$ cat config.mk
export PLATFORM = sky130hd
export DESIGN_NAME = flat_stream_bridge
export DESIGN_NICKNAME = d
export VERILOG_FILES = /design/src/rtl/flat_stream_bridge_pkg.sv /design/src/rtl/flat_byte_serializer.sv /design/src/rtl/flat_stream_bridge.sv
export SDC_FILE = /design/constraint.sdc
export NUM_CORES = 1
export LEC_CHECK = 0
export ABC_AREA = 1
export CORE_UTILIZATION = 46
export CTS_BUF_LIST = sky130_fd_sc_hd__clkbuf_4
export DETAILED_ROUTE_END_ITERATION = 8
export GPL_ROUTABILITY_DRIVEN = 0
export HOLD_SLACK_MARGIN = 0.05
export PLACE_DENSITY = 0.88
export SETUP_SLACK_MARGIN = 0.05
export SLEW_MARGIN = 25
export SYNTH_ARGS = -nofsm -noshare
export SYNTH_HDL_FRONTEND = slang
export SYNTH_SLANG_ARGS = --single-unit
$ cat constraint.sdc
create_clock -name clk -period 1.55 [get_ports clk]
set_clock_uncertainty 0.2 [all_clocks]
set_input_delay 0.31 -clock clk [delete_from_list [all_inputs] [get_ports clk]]
set_output_delay 0.31 -clock clk [all_outputs]
set_load 0.05 [all_outputs]
$ cat src/rtl/flat_stream_bridge_pkg.sv
// flat_stream_bridge_pkg
// Shared definitions for the flat stream bridge: the control FSM state
// encoding, the byte width of the host link and a ceiling-divide helper
// used to size the stimulus and response byte counts.
package flat_stream_bridge_pkg;

    localparam int BYTE_W = 8;

    typedef enum logic [1:0] {
        LOAD = 2'd0,
        WAIT = 2'd1,
        SEND = 2'd2
    } state_t;

    function automatic int ceil_div(input int num, input int den);
        return (num + den - 1) / den;
    endfunction

endpackage

$ cat src/rtl/flat_byte_serializer.sv
// flat_byte_serializer
// Response path of the bridge. On a capture strobe it loads the wrapper's
// output vector (zero-extended to whole bytes) into a shift register and
// streams it out least-significant byte first over a valid/ready link.
// Build option: FLAT_STREAM_BRIDGE_PARITY_EN appends one byte holding the
// XOR of all data bytes; m_last then marks that parity byte.
//
// Ports:
//   clk, rst   sole clock, synchronous active-high reset
//   capture    one-cycle strobe: load data_in and start a response
//   data_in    OUT_W-bit vector to be transmitted
//   m_valid    response byte valid (registered)
//   m_ready    consumer accepts the byte
//   m_data     response byte (bottom byte of the shift register)
//   m_last     final byte of the response (registered)
//   done       final handshake of the response is happening this cycle
module flat_byte_serializer
    import flat_stream_bridge_pkg::*;
#(
    parameter int OUT_W = 24
) (
    input  logic              clk,
    input  logic              rst,
    input  logic              capture,
    input  logic [OUT_W-1:0]  data_in,
    output logic              m_valid,
    input  logic              m_ready,
    output logic [BYTE_W-1:0] m_data,
    output logic              m_last,
    output logic              done
);

    localparam int OUT_BYTES = ceil_div(OUT_W, BYTE_W);
    localparam int SHREG_W   = OUT_BYTES * BYTE_W;
`ifdef FLAT_STREAM_BRIDGE_PARITY_EN
    localparam int RESP_BYTES = OUT_BYTES + 1;
`else
    localparam int RESP_BYTES = OUT_BYTES;
`endif
    localparam int CNT_W = $clog2(RESP_BYTES + 1);

    logic [SHREG_W-1:0] shreg;
    logic [SHREG_W-1:0] shreg_next;
    logic [SHREG_W-1:0] capture_ext;
    logic [CNT_W-1:0]   byte_cnt;
    logic               handshake;
`ifdef FLAT_STREAM_BRIDGE_PARITY_EN
    logic [BYTE_W-1:0]  parity;
`endif

    assign handshake = m_valid && m_ready;
    assign done      = handshake && m_last;
    assign m_data    = shreg[BYTE_W-1:0];

    always_comb begin
        capture_ext              = '0;
        capture_ext[OUT_W-1:0]   = data_in;
    end

    // After the last data byte has been shifted out, the parity byte is
    // dropped into the bottom slot so m_data always reads shreg[7:0].
    always_comb begin
        shreg_next = shreg >> BYTE_W;
`ifdef FLAT_STREAM_BRIDGE_PARITY_EN
        if (byte_cnt == CNT_W'(OUT_BYTES - 1)) begin
            shreg_next[BYTE_W-1:0] = parity ^ shreg[BYTE_W-1:0];
        end
`endif
    end

    always_ff @(posedge clk) begin
        if (rst) begin
            shreg    <= '0;
            byte_cnt <= '0;
            m_valid  <= 1'b0;
            m_last   <= 1'b0;
`ifdef FLAT_STREAM_BRIDGE_PARITY_EN
            parity   <= '0;
`endif
        end else if (capture) begin
            shreg    <= capture_ext;
            byte_cnt <= '0;
            m_valid  <= 1'b1;
            m_last   <= (RESP_BYTES == 1);
`ifdef FLAT_STREAM_BRIDGE_PARITY_EN
            parity   <= '0;
`endif
        end else if (handshake) begin
            if (m_last) begin
                m_valid  <= 1'b0;
                m_last   <= 1'b0;
                byte_cnt <= '0;
            end else begin
                shreg    <= shreg_next;
                byte_cnt <= byte_cnt + CNT_W'(1);
                m_last   <= (byte_cnt == CNT_W'(RESP_BYTES - 2));
`ifdef FLAT_STREAM_BRIDGE_PARITY_EN
                parity   <= parity ^ shreg[BYTE_W-1:0];
`endif
            end
        end
    end

endmodule

$ cat src/rtl/flat_stream_bridge.sv
// flat_stream_bridge
// Byte-stream bridge between a fuzzing host link and a flattened DUT
// wrapper. Stimulus bytes are assembled (LSB byte first) into a shadow
// vector which is copied to in_flat when the final byte arrives. After
// DUT_LAT settle cycles out_flat is captured and streamed back as bytes.
// Build option: FLAT_STREAM_BRIDGE_PARITY_EN (see flat_byte_serializer).
//
// Ports:
//   clk, rst           sole clock, synchronous active-high reset
//   s_valid/s_ready    stimulus byte handshake, s_data the byte
//   in_flat            IN_W-bit vector driven into the wrapper
//   out_flat           OUT_W-bit vector returned by the wrapper
//   m_valid/m_ready    response byte handshake, m_data the byte
//   m_last             final byte of the response
//   busy               high whenever the FSM is not in LOAD
module flat_stream_bridge
    import flat_stream_bridge_pkg::*;
#(
    parameter int IN_W    = 11,
    parameter int OUT_W   = 24,
    parameter int DUT_LAT = 0
) (
    input  logic              clk,
    input  logic              rst,
    input  logic              s_valid,
    output logic              s_ready,
    input  logic [BYTE_W-1:0] s_data,
    output logic [IN_W-1:0]   in_flat,
    input  logic [OUT_W-1:0]  out_flat,
    output logic              m_valid,
    input  logic              m_ready,
    output logic [BYTE_W-1:0] m_data,
    output logic              m_last,
    output logic              busy
);

    localparam int IN_BYTES = ceil_div(IN_W, BYTE_W);
    localparam int SHADOW_W = IN_BYTES * BYTE_W;
    localparam int IN_CNT_W = $clog2(IN_BYTES + 1);
    localparam int WAIT_W   = $clog2(DUT_LAT + 2);

    state_t              state;
    logic [SHADOW_W-1:0] shadow;
    logic [SHADOW_W-1:0] shadow_next;
    logic [IN_CNT_W-1:0] in_cnt;
    logic [WAIT_W-1:0]   wait_cnt;
    logic                accept;
    logic                capture;
    logic                done;

    // Handshake outputs decode only from the state register (and reset),
    // so there is no combinational path from m_ready to s_ready.
    assign s_ready = (state == LOAD) && !rst;
    assign busy    = (state != LOAD);
    assign accept  = s_valid && s_ready;
    assign capture = (state == WAIT) && (wait_cnt == '0);

    // Shadow with the incoming byte merged in, so the final byte can be
    // copied to in_flat on the same edge it is accepted.
    always_comb begin
        shadow_next = shadow;
        shadow_next[int'(in_cnt) * BYTE_W +: BYTE_W] = s_data;
    end

    always_ff @(posedge clk) begin
        if (rst) begin
            state    <= LOAD;
            shadow   <= '0;
            in_cnt   <= '0;
            wait_cnt <= '0;
            in_flat  <= '0;
        end else begin
            case (state)
                LOAD: begin
                    if (accept) begin
                        shadow <= shadow_next;
                        if (in_cnt == IN_CNT_W'(IN_BYTES - 1)) begin
                            in_flat  <= shadow_next[IN_W-1:0];
                            in_cnt   <= '0;
                            wait_cnt <= WAIT_W'(DUT_LAT);
                            state    <= WAIT;
                        end else begin
                            in_cnt <= in_cnt + IN_CNT_W'(1);
                        end
                    end
                end
                WAIT: begin
                    if (capture) begin
                        state <= SEND;
                    end else begin
                        wait_cnt <= wait_cnt - WAIT_W'(1);
                    end
                end
                SEND: begin
                    if (done) begin
                        state <= LOAD;
                    end
                end
                default: state <= LOAD;
            endcase
        end
    end

    flat_byte_serializer #(
        .OUT_W (OUT_W)
    ) u_serializer (
        .clk     (clk),
        .rst     (rst),
        .capture (capture),
        .data_in (out_flat),
        .m_valid (m_valid),
        .m_ready (m_ready),
        .m_data  (m_data),
        .m_last  (m_last),
        .done    (done)
    );

endmodule

==> impl_summary.log <==
INFO  metric run_status = finished, violations left
INFO  metric violations = setup timing
INFO  metric synthTopCellsByCount = sky130_fd_sc_hd__nand2_1, sky130_fd_sc_hd__dfxtp_1, sky130_fd_sc_hd__inv_1
INFO  metric timing.final.max_slew_violations = 0
INFO  metric via_density_per_instance = approximately 5.8
INFO  metric synth_mux_area_frac = 0
INFO  metric adder_cell_share_of_the_synthesized_area = 0.0198
INFO  metric worst_slack = -165 ps
INFO  metric die_x = 76.1 µm
INFO  metric internal_power = 2.04 mW
INFO  metric count_of_boundary_i_o_pins = 59
INFO  metric clock_latency_reported_for_the_late_side_of_the_worst_skew_pair = 400 ps
INFO  metric synth_warnings = 0
INFO  metric timing.critical_path.required = 1040 ps
INFO  metric synth_top_family_by_area = simple AND/OR/NAND/NOR gates
INFO  metric hp-class = in -> reg
INFO  metric cts_max_path_buffers = 2
INFO  metric synthesis.area_per_instance = between 6 and 7 µm²
INFO  metric cts-htree-levels = 2
INFO  metric sw_frac_of_total = 0.335
INFO  metric number_of_remaining_drc_errors = 0
INFO  metric synthFlopType = sky130_fd_sc_hd__dfxtp_1
INFO  metric seq_power_share = 0.476
INFO  metric maximum_achievable_frequency = about 0.58 GHz
INFO  metric share_comb_of_total_power = 0.304
INFO  metric total_switching_power = 1.02 mW
INFO  metric lkg_pwr = 1.73 nW
INFO  metric cts-buffers-inserted = 5
INFO  metric cts.sink_count = 53
INFO  metric num_antenna_cells = 0
INFO  metric worst_slew_margin_rel = 0.830
INFO  metric maxCapViolCount = 0
INFO  metric cts_tree = done
INFO  metric area_growth = 69.5%
INFO  metric synth_sequential_area_ratio = 0.420
INFO  metric power.density = between 700 and 800 mW/mm²
INFO  metric synthesized_area_fraction_occupied_by_xor_and_xnor_cells = 0
INFO  metric design.die.area = 0.00579 mm²
INFO  metric dpl_cell_area = 0.00345 mm²
INFO  metric place_hpwl = 4390 µm
INFO  metric synth_top_cells_by_area = sky130_fd_sc_hd__dfxtp_1, sky130_fd_sc_hd__nand2_1, sky130_fd_sc_hd__inv_1
INFO  metric pre_cts_ws = -237 ps
INFO  metric worst_pin_slew = 252 ps
INFO  metric min_cycle_time_layout = 1710 ps
INFO  metric final_util = 0.823
INFO  metric hold_violation_count_in_the_final_report = 0
INFO  metric ctsHoldBuffers = 0
INFO  metric hold_slack = slightly below 200 ps
INFO  metric syn-cell-area = 0.00253 mm²
INFO  metric grt_setup_unrepaired = yes
INFO  metric routed-wl-met3 = about 800 µm
INFO  metric synthesis.instances = ~370
INFO  metric synth_compound_gate_area_share = 0.113
INFO  metric path_clk_slew = 170 ps
INFO  metric timing.final.setup_violations = 42
INFO  metric synthDominantCellAreaShare = 0.420
INFO  metric peakVddDrop = 0.501 mV
INFO  metric setup_crit_end_kind = primary output
INFO  metric top_layer = met4
INFO  metric timing.critical_path.fanout_max = 2
INFO  metric grtUsageTotal = 0.242
INFO  metric most_common_cell_in_the_netlist = sky130_fd_sc_hd__nand2_1
INFO  metric drt.antenna.violating_nets = 0
INFO  metric post_drt_wl_per_cell = between 15 and 20 µm
INFO  metric ys_async_sr_fraction = 0
INFO  metric edff_count_synth = 0
INFO  metric total_negative_setup_slack = -2480 ps
INFO  metric synth_simple_gate_area_frac = 0.299
INFO  metric grt-ovfl-total = 0
INFO  metric maximum_number_of_pins_on_one_net_before_global_route_repair = 18
INFO  metric grt_antenna_before_repair = 0
INFO  metric yosys_register_bits = 53
INFO  metric num-nets-final = 493
INFO  metric p_clk_frac = 0.221
INFO  metric drtIter0Drc = around 320
INFO  metric layout-drive-gt1-share = 0.390
INFO  metric core_area = 0.00520 mm²
INFO  metric die_height = between 70 and 80 µm
INFO  metric final_design_area_no_fill = between 0.004 and 0.005 mm²
INFO  metric synthesis.nets = 409
INFO  metric timing.final.crit_share = 1.11
INFO  metric vias_in_the_first_global_route = 2519
INFO  metric place.port_buffers = 58
INFO  metric crit_path_start_kind = flop
INFO  metric grt_first_pass_wirelength = 11400 µm
INFO  metric total_met2_wirelength_after_detailed_routing = roughly 5000 µm
INFO  metric synth.lib_cells_used.distinct = 26
INFO  metric core.rowCount = 26
INFO  metric wl_met1 = 3560 µm
INFO  metric worstSetupPathType = reg -> out
INFO  metric worst-endpoint-arrival = 1200 ps
INFO  metric root_buffer = sky130_fd_sc_hd__clkbuf_4
INFO  metric floorplan.initialDensity = 0.485
INFO  metric postRouteWirelength = 9910 µm
INFO  metric firstDrtPassIters = 8
INFO  metric vias = 3017
INFO  metric post-synth-top-area-cell = sky130_fd_sc_hd__dfxtp_1
## metal layers
layer | vias up | track usage
met5 | - | 0
met4 | 0 | 0.131
met3 | 63 | 0.0335
met2 | 225 | 0.445
met1 | 1420 | 0.268
li1 | 1309 | -
## final timing paths
path	from	endpoint	slack, ps	cells after the start
max	state[0]$_SDFFE_PP0P_	s_ready	-160	4
min	rst	in_flat[10]$_SDFFE_PP0P_	190	3
max reg2reg	state[1]$_SDFFE_PP0P_	u_serializer.shreg[12]$_SDFFE_PP0P_	-120	8
min reg2reg	shadow[7]$_SDFFE_PP0P_	shadow[7]$_SDFFE_PP0P_	280	2
## logic make-up after synthesis
family | count (synthesis)
flops | 53
simple gates | 180
compound gates | 54
fa+ha+maj | 4
buf+inv | 78
## critical path, cell delays in order, from the launching register on
cell and delay [ps]:
sky130_fd_sc_hd__dfxtp_4 390, sky130_fd_sc_hd__inv_4 70, sky130_fd_sc_hd__nand2_4 90, sky130_fd_sc_hd__nor2_4 110, sky130_fd_sc_hd__buf_12 140
## sequential cells by signal, summed over array words and instances, names as in the netlist
name,count
shadow,9
u_serializer.m_valid,1
u_serializer.byte_cnt,2
u_serializer.shreg,24
in_flat,11
u_serializer.m_last,1
in_cnt,2
wait_cnt,1
state,2
## power by group through the flow
stage	Combinational, mW	Clock, mW	Sequential (mW)
final	0.930	0.676	1.46
after global routing	0.968	0.719	1.46
after CTS	0.651	0.635	1.45
after detailed placement	0.595	0	1.48
after global placement	0.579	0	1.48
after floorplan	0.280	0	1.52
## what timing repair did
| action | in CTS | in global routing |
|---|---|---|
| setup buffers | 6 | 8 |
| setup endpoints to repair | 22 | 47 |
| gates cloned | 0 | 7 |
| resized for setup | 27 | 137 |
| pin swaps | 7 | 29 |
## stage by stage
stage                     instances  power, mW
after global placement          495       2.06
after detailed placement        495       2.08
after CTS                       509       2.74
after floorplan                 369       1.80
final                           524       3.06
after global routing            524       3.15
## layout by cell type, fill, tap and decap left out, drive strengths merged
| cell | count |
|---|---|
| nand2 | 106 |
| buf | 62 |
| inv | 54 |
| dfxtp | 53 |
| nor2 | 46 |
| clkdlybuf4s50 | 34 |
| nand3 | 26 |
| a21oi | 25 |
| o21ai | 20 |
| clkbuf | 9 |
| o22ai | 5 |
| ha | 4 |
| a21boi | 3 |
| nand4 | 3 |
| clkinvlp | 2 |
| o211ai | 1 |
| dlygate4sd2 | 1 |
## layout make-up
cell class	instances	area [µm²]
clock buffers	6	45.0
well taps	70	87.6
flip-flops and latches	53	1070
clock inverters	2	15.0
repair inverters	1	6.26
multi-input cells	239	1560
fillers	262	923
repair buffers	100	1270
inverters	53	224
No activity file was read; power rests on OpenSTA's default activity.
